## src/rtl/lcv_mul_pkg.sv

```systemverilog
// Shared types and constants for the sequenced 32x32 multiplier.
// Holds the FSM state enum, default half width, stage/product widths and the partial-product shift table.
package lcv_mul_pkg;

    localparam int HALF_WIDTH_DEF = 16;

    localparam int MUL_OPND_W  = 2 * HALF_WIDTH_DEF;
    localparam int MUL_STAGE_W = 2 * (HALF_WIDTH_DEF + 1);
    localparam int MUL_PROD_W  = 4 * HALF_WIDTH_DEF;

    typedef enum logic [1:0] {
        IDLE  = 2'd0,
        MUL   = 2'd1,
        DRAIN = 2'd2,
        DONE  = 2'd3
    } mul_state_e;

    // Shift of each partial product in units of HALF_WIDTH, indexed by idx:
    // lo*lo -> 0, lo_a*hi_b -> 1, hi_a*lo_b -> 1, hi*hi -> 2.
    localparam logic [3:0][1:0] PP_SHIFT_MUL = {2'd2, 2'd1, 2'd1, 2'd0};

endpackage

```

## src/rtl/lcv_mul17_del1.sv

```systemverilog
// Registered WxW signed multiply; maps onto one DSP slice.
// Latency: 1 cycle. Backpressure: none, free-running; datapath register has no reset.
module lcv_mul17_del1 #(
    parameter int W = 17
) (
    input  logic                  clk,
    input  logic signed [W-1:0]   a,
    input  logic signed [W-1:0]   b,
    output logic signed [2*W-1:0] p
);

    always_ff @(posedge clk) begin
        p <= a * b;
    end

endmodule

```

## src/rtl/lcv_mul32_seq.sv

```systemverilog
// Sequenced 32x32 multiplier: four 17x17 partial products accumulated into a 64-bit product.
// Latency: 5 cycles accept->out_valid; in_ready low until the result has been taken.
// Backpressure: result held stable in DONE until out_ready. LCV_MUL32_SEQ_MAC_EN adds the acc_in addend.
module lcv_mul32_seq
    import lcv_mul_pkg::*;
#(
    parameter int HALF_WIDTH = HALF_WIDTH_DEF
) (
    input  logic                    clk,
    input  logic                    rst,
    input  logic                    in_valid,
    output logic                    in_ready,
    input  logic [2*HALF_WIDTH-1:0] in_a,
    input  logic [2*HALF_WIDTH-1:0] in_b,
    input  logic                    in_signed,
`ifdef LCV_MUL32_SEQ_MAC_EN
    input  logic [4*HALF_WIDTH-1:0] acc_in,
`endif
    output logic                    out_valid,
    input  logic                    out_ready,
    output logic [4*HALF_WIDTH-1:0] out_prod
);

    localparam int OPND_W  = 2 * HALF_WIDTH;
    localparam int SIDE_W  = HALF_WIDTH + 1;
    localparam int STAGE_W = 2 * SIDE_W;
    localparam int PROD_W  = 4 * HALF_WIDTH;

    mul_state_e          state_q, state_d;
    logic [1:0]          idx_q;
    logic [OPND_W-1:0]   a_q, b_q;
    logic                sgn_q;
    logic [PROD_W-1:0]   acc_q;
    logic                pend_vld_q;
    logic [1:0]          pend_idx_q;

    logic [SIDE_W-1:0]        lo_a, hi_a, lo_b, hi_b;
    logic signed [SIDE_W-1:0] op_x, op_y;
    logic signed [STAGE_W-1:0] stage_p;
    logic [PROD_W-1:0]        pp_ext, pp_shifted;

    always_comb begin
        state_d   = state_q;
        in_ready  = 1'b0;
        out_valid = 1'b0;
        case (state_q)
            IDLE: begin
                in_ready = 1'b1;
                if (in_valid) state_d = MUL;
            end
            MUL: begin
                if (idx_q == 2'd3) state_d = DRAIN;
            end
            DRAIN: begin
                state_d = DONE;
            end
            DONE: begin
                out_valid = 1'b1;
                if (out_ready) state_d = IDLE;
            end
            default: state_d = IDLE;
        endcase
    end

    // lo halves are always unsigned; only the hi halves carry the operand sign
    assign lo_a = {1'b0, a_q[HALF_WIDTH-1:0]};
    assign lo_b = {1'b0, b_q[HALF_WIDTH-1:0]};
    assign hi_a = {sgn_q & a_q[OPND_W-1], a_q[OPND_W-1:HALF_WIDTH]};
    assign hi_b = {sgn_q & b_q[OPND_W-1], b_q[OPND_W-1:HALF_WIDTH]};

    assign op_x = idx_q[1] ? hi_a : lo_a;
    assign op_y = idx_q[0] ? hi_b : lo_b;

    lcv_mul17_del1 #(
        .W (SIDE_W)
    ) u_mul (
        .clk (clk),
        .a   (op_x),
        .b   (op_y),
        .p   (stage_p)
    );

    assign pp_ext = {{(PROD_W-STAGE_W){stage_p[STAGE_W-1]}}, stage_p};

    always_comb begin
        pp_shifted = pp_ext;
        case (PP_SHIFT_MUL[pend_idx_q])
            2'd0:    pp_shifted = pp_ext;
            2'd1:    pp_shifted = pp_ext << HALF_WIDTH;
            default: pp_shifted = pp_ext << (2 * HALF_WIDTH);
        endcase
    end

    // pend_* tags the stage register: it holds a real partial product only the cycle after MUL
    always_ff @(posedge clk or negedge rst) begin
        if (!rst) begin
            state_q    <= IDLE;
            idx_q      <= 2'd0;
            a_q        <= '0;
            b_q        <= '0;
            sgn_q      <= 1'b0;
            acc_q      <= '0;
            pend_vld_q <= 1'b0;
            pend_idx_q <= 2'd0;
        end else begin
            state_q    <= state_d;
            pend_vld_q <= (state_q == MUL);
            pend_idx_q <= idx_q;
            if (state_q == IDLE && in_valid) begin
                a_q   <= in_a;
                b_q   <= in_b;
                sgn_q <= in_signed;
                idx_q <= 2'd0;
`ifdef LCV_MUL32_SEQ_MAC_EN
                acc_q <= acc_in;
`else
                acc_q <= '0;
`endif
            end else begin
                if (state_q == MUL) idx_q <= idx_q + 2'd1;
                if (pend_vld_q) acc_q <= acc_q + pp_shifted;
            end
        end
    end

    assign out_prod = acc_q;

endmodule

```

## config.mk

```make
export PLATFORM = sky130hd
export DESIGN_NAME = lcv_mul32_seq
export DESIGN_NICKNAME = d
export VERILOG_FILES = /design/src/rtl/lcv_mul_pkg.sv /design/src/rtl/lcv_mul17_del1.sv /design/src/rtl/lcv_mul32_seq.sv
export SDC_FILE = /design/constraint.sdc
export NUM_CORES = 1
export LEC_CHECK = 0
export ABC_AREA = 1
export BUFFER_PORTS_ARGS = -buffer_cell sky130_fd_sc_hd__buf_2
export CAP_MARGIN = 20
export CORE_MARGIN = 2
export CORE_UTILIZATION = 30
export DETAILED_ROUTE_END_ITERATION = 16
export RECOVER_POWER = 50
export SLEW_MARGIN = 30
export SYNTH_ARGS = -nofsm -noshare
export SYNTH_HDL_FRONTEND = slang
export SYNTH_SLANG_ARGS = --single-unit
```

## constraint.sdc

```tcl
create_clock -name clk -period 10.9 [get_ports clk]
set_input_delay 0 -clock clk [delete_from_list [all_inputs] [get_ports clk]]
set_output_delay 0 -clock clk [all_outputs]
set_load 0.05 [all_outputs]
```

==> run_results.csv <==
group,metric,value,unit
status,outcome,"complete, but fails checks",
status,violations,"max-capacitance violations, max-slew violations",
timing,fin_skew,0.0205,ns
clocking,worstSkewPairLatency,0.50,ns
worst_setup_path,worst_setup_path_start_kind,"register",
routing,ant_nets,0,
clocking,clkSinkCount,170,
place,place_hpwl,63600,um
floorplanning,boundaryPins,135,
timing,rsz0062_at_grt,"no",
timing,worst_slew_pin_slew,4.21,ns
place,io_buffer_count,134,
global_route,antenna_found_initial,0,
yosys,syn_inst,3448,
yosys,synth_warnings,0,
floorplanning,fp.coreArea,78700,um^2
global_route,grt_pass1_vias,21463,
clocking,cts_hold_buf,69,
clocking,htreeDepth,4,
routing,routedWlPerCell,16.4,um
clocking,cts_tree,"done",
global_route,grt_max_degree,70,
global_route,grt_pass1_wl,120000,um
worst_setup_path,worstPathRequired,11.31,ns
yosys,synthMuxAreaShare,0,%
clocking,post_cts_buffers,0,
routing,drtIter0Drc,1563,
timing,min_period,7.67,ns
yosys,synth_xor_xnor_area_share,1.29,%
routing,vias,21524,
routing,drc,0,
floorplanning,dieArea,81600,um^2
finish,drive_gt1_share,5.62,%
yosys,synth_seq_area_share,17.2,%
yosys,synthArstFlopShare,80.0,%
timing,timing.slew.headroom,-181,%
clocking,numCtsBuffers,17,
routing,postRouteWirelength,76600,um
yosys,synth_enable_flop_cells,0,
timing,fin_crit_sh,70.3,%
yosys,synth-simple-area-share,28.8,%
finish,areaGrowthSynthToFinish,12.3,%
global_route,track_usage,19.1,%
yosys,synth_seq_cells,170,
min_path,min_path_type,"primary input to register",
floorplanning,die_w,286,um
timing,clock.fmax,0.130,GHz
global_route,grt_overflow,0,
yosys,ys_types,47,
worst_setup_path,worst_ep_arrival_time,8.07,ns
worst_setup_path,crit_type,"register to register",
yosys,synth_compound_area_share,6.55,%
clocking,ctsLongestPathBuffers,2,
yosys,synth_top_family_by_area,"adder cells",
worst_setup_path,critPathCaptureType,"register",
timing,fin_hold_ws,0.231,ns
floorplanning,rows,103,
yosys,synth_ff_type,"dfrtp_1",
place,routabilityCongestion,0.994,
yosys,syn_avg_cell_area,6.90,um^2
floorplanning,die_h,286,um
clocking,cts_resized,0,
clocking,clk_pin_slew,0.08,ns
timing,setup_tns,0,ns
yosys,synth_area,23800,um^2
timing,setup_viol,0,
yosys,synth_nets,3969,
routing,viasPerCell,4.60,
routing,drt-pass1-iter-count,6,
finish,layout.nets,4137,
yosys,synth_fa_ha_area_share,33.2,%
worst_setup_path,path_max_fanout,18,
floorplanning,initial_core_util,30.2,%
clocking,root_buffer,"clkbuf_16",
timing,hold_viol,0,
finish,diodes,0,
job,cap_violations,2,
timing,timing.final.max_slew_violations,139,
## worst paths after layout
path,start,end,slack [ns],cells after the start
setup / recovery,idx_q[1]$_DFFE_PN0P_,u_mul.p[33]$_DFF_P_,3.23,24
hold / removal,in_a[5],a_q[5]$_DFFE_PN0P_,0.23,4
setup reg to reg,idx_q[1]$_DFFE_PN0P_,u_mul.p[33]$_DFF_P_,3.23,24
hold reg to reg,a_q[24]$_DFFE_PN0P_,a_q[24]$_DFFE_PN0P_,0.47,2
max in group asynchronous,rst,a_q[22]$_DFFE_PN0P_,4.48,3
min in group asynchronous,rst,out_prod[12]$_DFFE_PN0P_,1.54,2
## layout by cell type, fill, tap and decap left out, types with 12 or more instances in the layout
cell	count
a21oi_1	125
buf_2	68
buf_4	17
clkbuf_1	69
clkbuf_16	17
dfrtp_1	136
dfxtp_1	34
dlygate4sd3_1	69
fa_1	298
ha_1	154
inv_1	711
inv_2	17
nand2_1	1205
nand2_2	12
nand3_1	115
nand4_1	22
nor2_1	278
nor3_1	14
o21ai_0	97
o21ai_2	21
or2_2	21
xnor2_1	14
xor2_1	21
## cell families (layout without fill, tap and decap cells)
family,Yosys count,count (layout)
AND/OR/NAND/NOR,1712,1712
buffers and inverters,803,984
adder cells (fa/ha/maj),452,452
AO/OA/AOI/OAI,276,276
flip-flops,170,170
XOR/XNOR,35,35
## sequential cells by signal, summed over array words and instances (netlist names)
signal,cells
pend_vld_q,1
u_mul.p,34
pend_idx_q,2
state_q,2
out_prod,64
idx_q,2
sgn_q,1
a_q,32
b_q,32
## worst max-delay path, stage by stage (launching register included)
cell      delay [ns]
dfrtp_1         0.36
clkbuf_1        0.81
nand2_1         0.23
nor2_1          0.52
inv_2           0.24
nor2_1          0.26
fa_1            0.57
fa_1            0.68
inv_1           0.17
fa_1            0.60
inv_1           0.09
fa_1            0.53
inv_1           0.06
fa_1            0.50
fa_1            0.58
inv_1           0.05
ha_1            0.33
inv_1           0.07
nor3_1          0.25
nand2_1         0.11
or2_2           0.30
nand3_1         0.10
inv_1           0.06
nand2_1         0.06
nand2_1         0.05
## cell usage after synthesis, types with 6 or more instances
| cell type | n | share of area [%] |
|---|---|---|
| fa_1 | 298 | 25 |
| dfrtp_1 | 136 | 14 |
| a21oi_1 | 125 | 2.6 |
| o21bai_1 | 10 | 0.32 |
| inv_1 | 713 | 11 |
| nor4_1 | 8 | 0.21 |
| o21ai_0 | 97 | 2.0 |
| or2_1 | 10 | 0.26 |
| buf_1 | 6 | 0.095 |
| nor3_1 | 14 | 0.29 |
| dfxtp_1 | 34 | 2.9 |
| nand2_1 | 1206 | 19 |
| xor2_1 | 21 | 0.77 |
| nand4_1 | 22 | 0.58 |
| nor2_1 | 278 | 4.4 |
| ha_1 | 154 | 8.1 |
| nand2_2 | 11 | 0.29 |
| or2_2 | 21 | 0.55 |
| nor2_2 | 9 | 0.24 |
| inv_2 | 15 | 0.24 |
| o21ai_2 | 21 | 0.77 |
| clkbuf_1 | 37 | 0.58 |
| nand3_1 | 115 | 2.4 |
| and3_1 | 7 | 0.18 |
| xnor2_1 | 14 | 0.52 |
| buf_2 | 22 | 0.46 |
## metrics by stage
stage	cell area (um^2)	utilization, %	worst slack, ns	std cells
6_report	26700	33.9	3.23	4679
5_1_grt	26700	33.9	2.69	4679
2_1_floorplan	23800	-	4.66	3448
3_3_place_gp	25600	32.5	3.70	4578
4_1_cts	26800	34.1	3.67	4679
3_5_place_dp	25600	32.5	3.69	4578
## cell type report
cell class                      count  area [um^2]
Clock inverter                     13          109
Tap cell                         1050         1310
Inverter                          730         2750
Sequential cell                   170         4080
Multi-Input combinational cell   2475        16600
Clock buffer                       19          443
Timing Repair Buffer              222         1410
Fill cell                        8553        52000
## routing by layer
| layer | GRT usage, % | vias up | wire, um |
|---|---|---|---|
| li1 | - | 10628 | - |
| met1 | 25.7 | 10074 | 34900 |
| met2 | 31.2 | 703 | 34800 |
| met3 | 2.73 | 119 | 4620 |
| met4 | 6.51 | 0 | 2350 |
| met5 | 0 | - | 0 |
Power is not shown: default switching activity piles up to over one toggle a cycle in this logic, so the estimate is an artifact.
